File: src/rtl/pwm_multi_ramp.sv
// Multi-channel PWM: one shared frame counter, per-channel target/active duty, updates at frame boundaries.
// Optional macro PWM_RAMP_EN: active duty slews toward target by at most RAMP_STEP per frame.
module pwm_multi_ramp #(
  parameter int CHANNELS   = 4,
  parameter int WIDTH      = 8,
  parameter int PERIOD_RST = 255,
  parameter int RAMP_STEP  = 4,
  localparam int CW = (CHANNELS > 1) ? $clog2(CHANNELS) : 1
) (
  input  logic                clock,
  input  logic                reset,
  input  logic                enable,
  input  logic [WIDTH-1:0]    period,
  input  logic                wr_en,
  input  logic [CW-1:0]       wr_chan,
  input  logic [WIDTH-1:0]    wr_duty,
  output logic [CHANNELS-1:0] pwm,
  output logic                frame_start,
  output logic [CHANNELS-1:0] settled
);

  localparam logic [CW:0] CHAN_LIM = (CW + 1)'(CHANNELS);

  if (CHANNELS < 1 || CHANNELS > 16 || RAMP_STEP < 1) begin : g_param_check
    $error("pwm_multi_ramp: parameter out of range");
  end

  logic [WIDTH-1:0] counter;
  logic [WIDTH-1:0] period_q;
  logic [WIDTH-1:0] target      [CHANNELS];
  logic [WIDTH-1:0] active      [CHANNELS];
  logic [WIDTH-1:0] next_active [CHANNELS];
  logic             boundary;
  logic             wr_ok;

  assign boundary    = enable && (counter == period_q);
  assign wr_ok       = wr_en && ({1'b0, wr_chan} < CHAN_LIM);
  assign frame_start = enable && (counter == '0);

`ifdef PWM_RAMP_EN
  localparam logic [WIDTH-1:0] STEP = WIDTH'(RAMP_STEP);
`endif

  // Duty each channel adopts at the next boundary; with ramping it never overshoots the target.
  always_comb begin
    for (int i = 0; i < CHANNELS; i++) begin
      next_active[i] = target[i];
`ifdef PWM_RAMP_EN
      if (target[i] > active[i]) begin
        if (target[i] - active[i] > STEP) next_active[i] = active[i] + STEP;
      end else if (active[i] - target[i] > STEP) begin
        next_active[i] = active[i] - STEP;
      end
`endif
    end
  end

  always_comb begin
    for (int i = 0; i < CHANNELS; i++) begin
      settled[i] = (active[i] == target[i]);
    end
  end

  always_ff @(posedge clock) begin
    if (reset) begin
      counter  <= '0;
      period_q <= WIDTH'(PERIOD_RST);
      pwm      <= '0;
      for (int i = 0; i < CHANNELS; i++) begin
        target[i] <= '0;
        active[i] <= '0;
      end
    end else begin
      if (wr_ok) target[wr_chan] <= wr_duty;
      if (!enable) begin
        counter  <= '0;
        period_q <= period;
        pwm      <= '0;
      end else begin
        for (int i = 0; i < CHANNELS; i++) begin
          pwm[i] <= (counter < active[i]);
        end
        // Active duty loads from the pre-edge target, so a write in the boundary cycle waits a frame.
        if (boundary) begin
          counter  <= '0;
          period_q <= period;
          for (int i = 0; i < CHANNELS; i++) begin
            active[i] <= next_active[i];
          end
        end else begin
          counter <= counter + 1'b1;
        end
      end
    end
  end

endmodule
File: config.mk
export PLATFORM = sky130hd
export DESIGN_NAME = pwm_multi_ramp
export DESIGN_NICKNAME = d
export VERILOG_FILES = /design/src/rtl/pwm_multi_ramp.sv
export SDC_FILE = /design/constraint.sdc
export NUM_CORES = 1
export LEC_CHECK = 0
export BUFFER_PORTS_ARGS = -buffer_cell sky130_fd_sc_hd__buf_2
export CORE_MARGIN = 2
export CORE_UTILIZATION = 40
export CTS_CLUSTER_DIAMETER = 120
export DETAILED_ROUTE_END_ITERATION = 10
export GPL_TIMING_DRIVEN = 0
export HOLD_SLACK_MARGIN = 0.08
export PLACE_DENSITY_LB_ADDON = 0.05
export SLEW_MARGIN = 20
export SYNTH_ARGS = -nofsm -noshare
export SYNTH_HDL_FRONTEND = slang
export SYNTH_SLANG_ARGS = --single-unit
File: constraint.sdc
create_clock -name clock -period 2.9 [get_ports clock]
set_input_delay 0.58 -clock clock [delete_from_list [all_inputs] [get_ports clock]]
set_output_delay 0.58 -clock clock [all_outputs]
set_load 0.005 [all_outputs]
* Yosys cells after proc, flatten, opt, wreduce, memory -nomap -nowiden
Memory sizes are Yosys's and may differ from the RTL's. Cells that the tools add are included.
Storage, ports and cells: flip-flop bits (word level) 20, memory bits (writable) 64, memories kept 2
Operators by class: add/sub/neg operators 1, magnitude comparators 4, equal/unequal tests 6, multiplexer cells 18, bitwise logic cells 5, reduce and logical (&&, ||, !) cells 6
Memory list:
- active | depth 4, bits a word 8, rd ports 4, clocked after memory_dff 0, write ports 4, RTL line 31 | logic [WIDTH-1:0] active [CHANNELS];
- target | depth 4, bits a word 8, rd ports 4, clocked after memory_dff 0, write ports 4, RTL line 30 | logic [WIDTH-1:0] target [CHANNELS];
Operators by type and width (count):
- $mux W8 | 7
- $eq A8 B8 Y1 | 5
- $lt A8 B8 Y1 | 4
- $mux W1 | 10
- $add A8 B1 Y8 const B | 1
- $logic_not A8 Y1 | 1
- $reduce_or A8 Y1 | 1
- $or A1 B1 Y1 | 4
- $reduce_or A3 Y1 | 1
- $logic_and A1 B1 Y1 | 2
- $mux W2 | 1
- $ne A2 B1 Y1 const B | 1
- $reduce_or A2 Y1 | 1
- $not A1 Y1 | 1

* Logic depth before layout (Yosys ltp)
depth after elaboration 7, gate-level depth with buffers 6

* Worst setup path after synthesis
Ideal clock, no wire load.
path type reg2reg, start register counter[2], end memory active[0][0] (enable), library setup time 0.388 ns, arrival 1.696 ns, data required time 2.512 ns, slack 0.817 ns, stages on the path, launching flop included 6, path buffers 1, cell sequence dfxtp_1 -> buf_2 -> xnor2_2 -> nand4_2 -> nor2_1 -> a21o_1
RTL lines:
- from (decl) | RTL line 28 | logic [WIDTH-1:0] counter;
- from (signal assigned) | RTL line 91 | counter <= counter + 1'b1;
- to (decl) | RTL line 31

==> qor.yml <==
grt_pass1_vias: 2727
drt_iter0_markers: 111
ys.flop_type: "edfxtp_1"
worst_pin_slew_ns: 0.747
cts_buffers: 9
overflow: 0
io_pins: 31
cp_top_family: "flip-flops"
slew_headroom_pct: 50.2
synth_edf_count: 64
fin_ws_ns: 0.605
cap_viol_max_count: 0
final_cell_mix: "and2_1 (64), edfxtp_1 (64), xnor2_1 (40)"
avgSynthCellArea_sq_um: 11.8
wl_per_cell_microns: 15.8
clk_latency_ns: 0.34
slowest_stage: "dfxtp_1"
async_flop_share_pct: 0
crit_arrival_ns: 2.27
drc: 0
coreArea_sq_mm: 0.0108
grt_max_degree: 33
hold_violations: 0
synth_seq_area_share_pct: 52.8
period_share_pct: 79.1
fmax_mhz: 436
power.leakage_nw: 2.10
fin_crit_ns: 2.30
dieWidth_microns: 109
final_nets: 466
grt_pass1_wl_microns: 14500
holdBufCountCts: 0
place_inst: 543
hp-class: "in -> reg"
cp.required_ns: 2.88
place.port_buffers: 30
power_density_mw_per_mm2: 505
cpPeakStageDelay_ns: 0.70
path_cells: "xnor2_1 -> nand4_2 -> nor2_1 -> a21o_2"
post_cts_buffers: 0
intPower_mw: 1.93
place_ws_ns: 0.542
ys_warn_count: 0
syn_area_sq_mm: 0.00440
p_clk_share_pct: 35.9
cp-start-kind: "register"
rows: 38
ctsResizeCount: 0
die_area_sq_mm: 0.0118
fin_area_sq_mm: 0.00493
num-fill-cells: 1007
synth_fp_nets: 425
p_sw_uw: 557
finalSetupViolCount: 0
grt_usage_pct: 16.9
setup_tns_ns: 0
swShare_pct: 22.4
seqPwrFrac_pct: 56.4
place_area_sq_mm: 0.00472
synth.distinct_cells: 32
drive_gt1_share_pct: 14.8
irDropWorstVdd_mv: 0.205
p_comb_share_pct: 7.7
fp.dieH_microns: 109
gp_congestion: 0.749
drt-pass1-iter-count: 4
start_util_pct: 40.7
cts_tree: "done"
diodes: 0
via_count: 2605
antenna_found_initial: 0
cts_htree_levels: 3
path_max_fanout: 32
postLayoutCoreUtil_pct: 45.7
area_delta_synth_final_pct: 12.1
rsz0062_at_grt: "no"
postSynthCellCount: 373
crit_buf_inv: 0
drtAntennaViolNets: 0
path_clk_slew_ns: 0.08
hold_slack_ns: 0.480
cts_sinks: 84
avgViaCountPerCell: 4.67
cts_root_buf: "clkbuf_8"
synth-seq-cells: 84
cts_buffer_depth: 2
dp_hpwl_microns: 6680
timing.final.max_slew_violations: 0
fin_cells: 558
fin_skew_ns: 0.00677
endpoint_kind: "register"
critical_path_class: "reg -> reg"
outcome: "finished clean"
routed_wl_microns: 8830
p_total_mw: 2.49
-- flip-flops by register name (all words and copies together), names as in the netlist --
signal and count:
active 32, target 32, pwm 4, period_q 8
counter 8
-- area by class of cell --
cell class	instances	area [sq um]	share of cell area [%]
Buffer	8	65.1	1.32
Clock buffer	11	131	2.67
Clock inverter	4	75.1	1.52
Inverter	31	116	2.36
Multi-Input combinational cell	250	1890	38.4
Sequential cell	84	2320	47.1
Tap cell	140	175	3.55
Timing Repair Buffer	30	150	3.05
-- worst paths after layout --
kind | startpoint | to | slack (ns) | depth (start not counted)
hold / removal | period[5] | period_q[5]$_SDFFE_PP1P_ | 0.48 | 3
setup reg to reg | counter[3]$_SDFF_PP0_ | active[3][2]$_SDFFCE_PN0P_ | 0.60 | 4
hold reg to reg | period_q[5]$_SDFFE_PP1P_ | period_q[5]$_SDFFE_PP1P_ | 0.53 | 2
setup / recovery | counter[3]$_SDFF_PP0_ | active[3][2]$_SDFFCE_PN0P_ | 0.60 | 4
-- tightest hold or removal path, stage by stage --
cell and delay [ns]:
buf_2 0.07, nor2_1 0.03, mux2i_1 0.10
-- Yosys cell counts (2+ instances only) --
cell type	number	area, sq um
and2_1	64	400
or2_2	3	18.8
and3_1	2	12.5
nor3b_2	2	25.0
buf_6	4	45.0
nand4_2	2	25.0
edfxtp_1	64	1920
nand4_1	12	75.1
ha_1	30	375
dfxtp_1	20	400
xnor2_1	40	350
xnor2_2	2	32.5
nand2b_1	6	37.5
mux2i_1	8	80.1
nand3_1	4	20.0
clkbuf_1	2	7.51
a211o_1	8	70.1
a21o_1	13	97.6
inv_1	31	116
xor2_1	4	35.0
nor2_1	38	143
a21oi_1	4	20.0
-- power groups by stage --
stage	registers (mW)	clock network, mW	logic [mW]
5_1_grt	1.41	0.981	0.217
4_1_cts	1.40	0.918	0.196
3_3_place_gp	1.43	0	0.191
2_1_floorplan	1.41	0	0.136
3_5_place_dp	1.43	0	0.194
6_report	1.40	0.894	0.192
-- logic make-up (layout without fill, tap and decap cells) --
kind of cell	Yosys count	count (layout)	synth area share [%]
xor gates and xnor gates	46	46	9.51
muxes	8	8	1.82
and+or+nand+nor	138	138	18.3
AOI/OAI and AO/OA	28	28	4.90
adders and majority gates	30	30	8.54
DFF	84	84	52.8
buffers and inverters	39	84	4.13
-- metal layers --
| layer | vias up | part of all wire, % | global-route usage [%] |
|---|---|---|---|
| met5 | - | 0 | 0 |
| met4 | 0 | 2.3 | 7.23 |
| met3 | 15 | 2.9 | 2.69 |
| met2 | 41 | 45 | 27.1 |
| met1 | 1197 | 50 | 22.8 |
| li1 | 1352 | - | - |
Power figures use the tool's default switching activity.
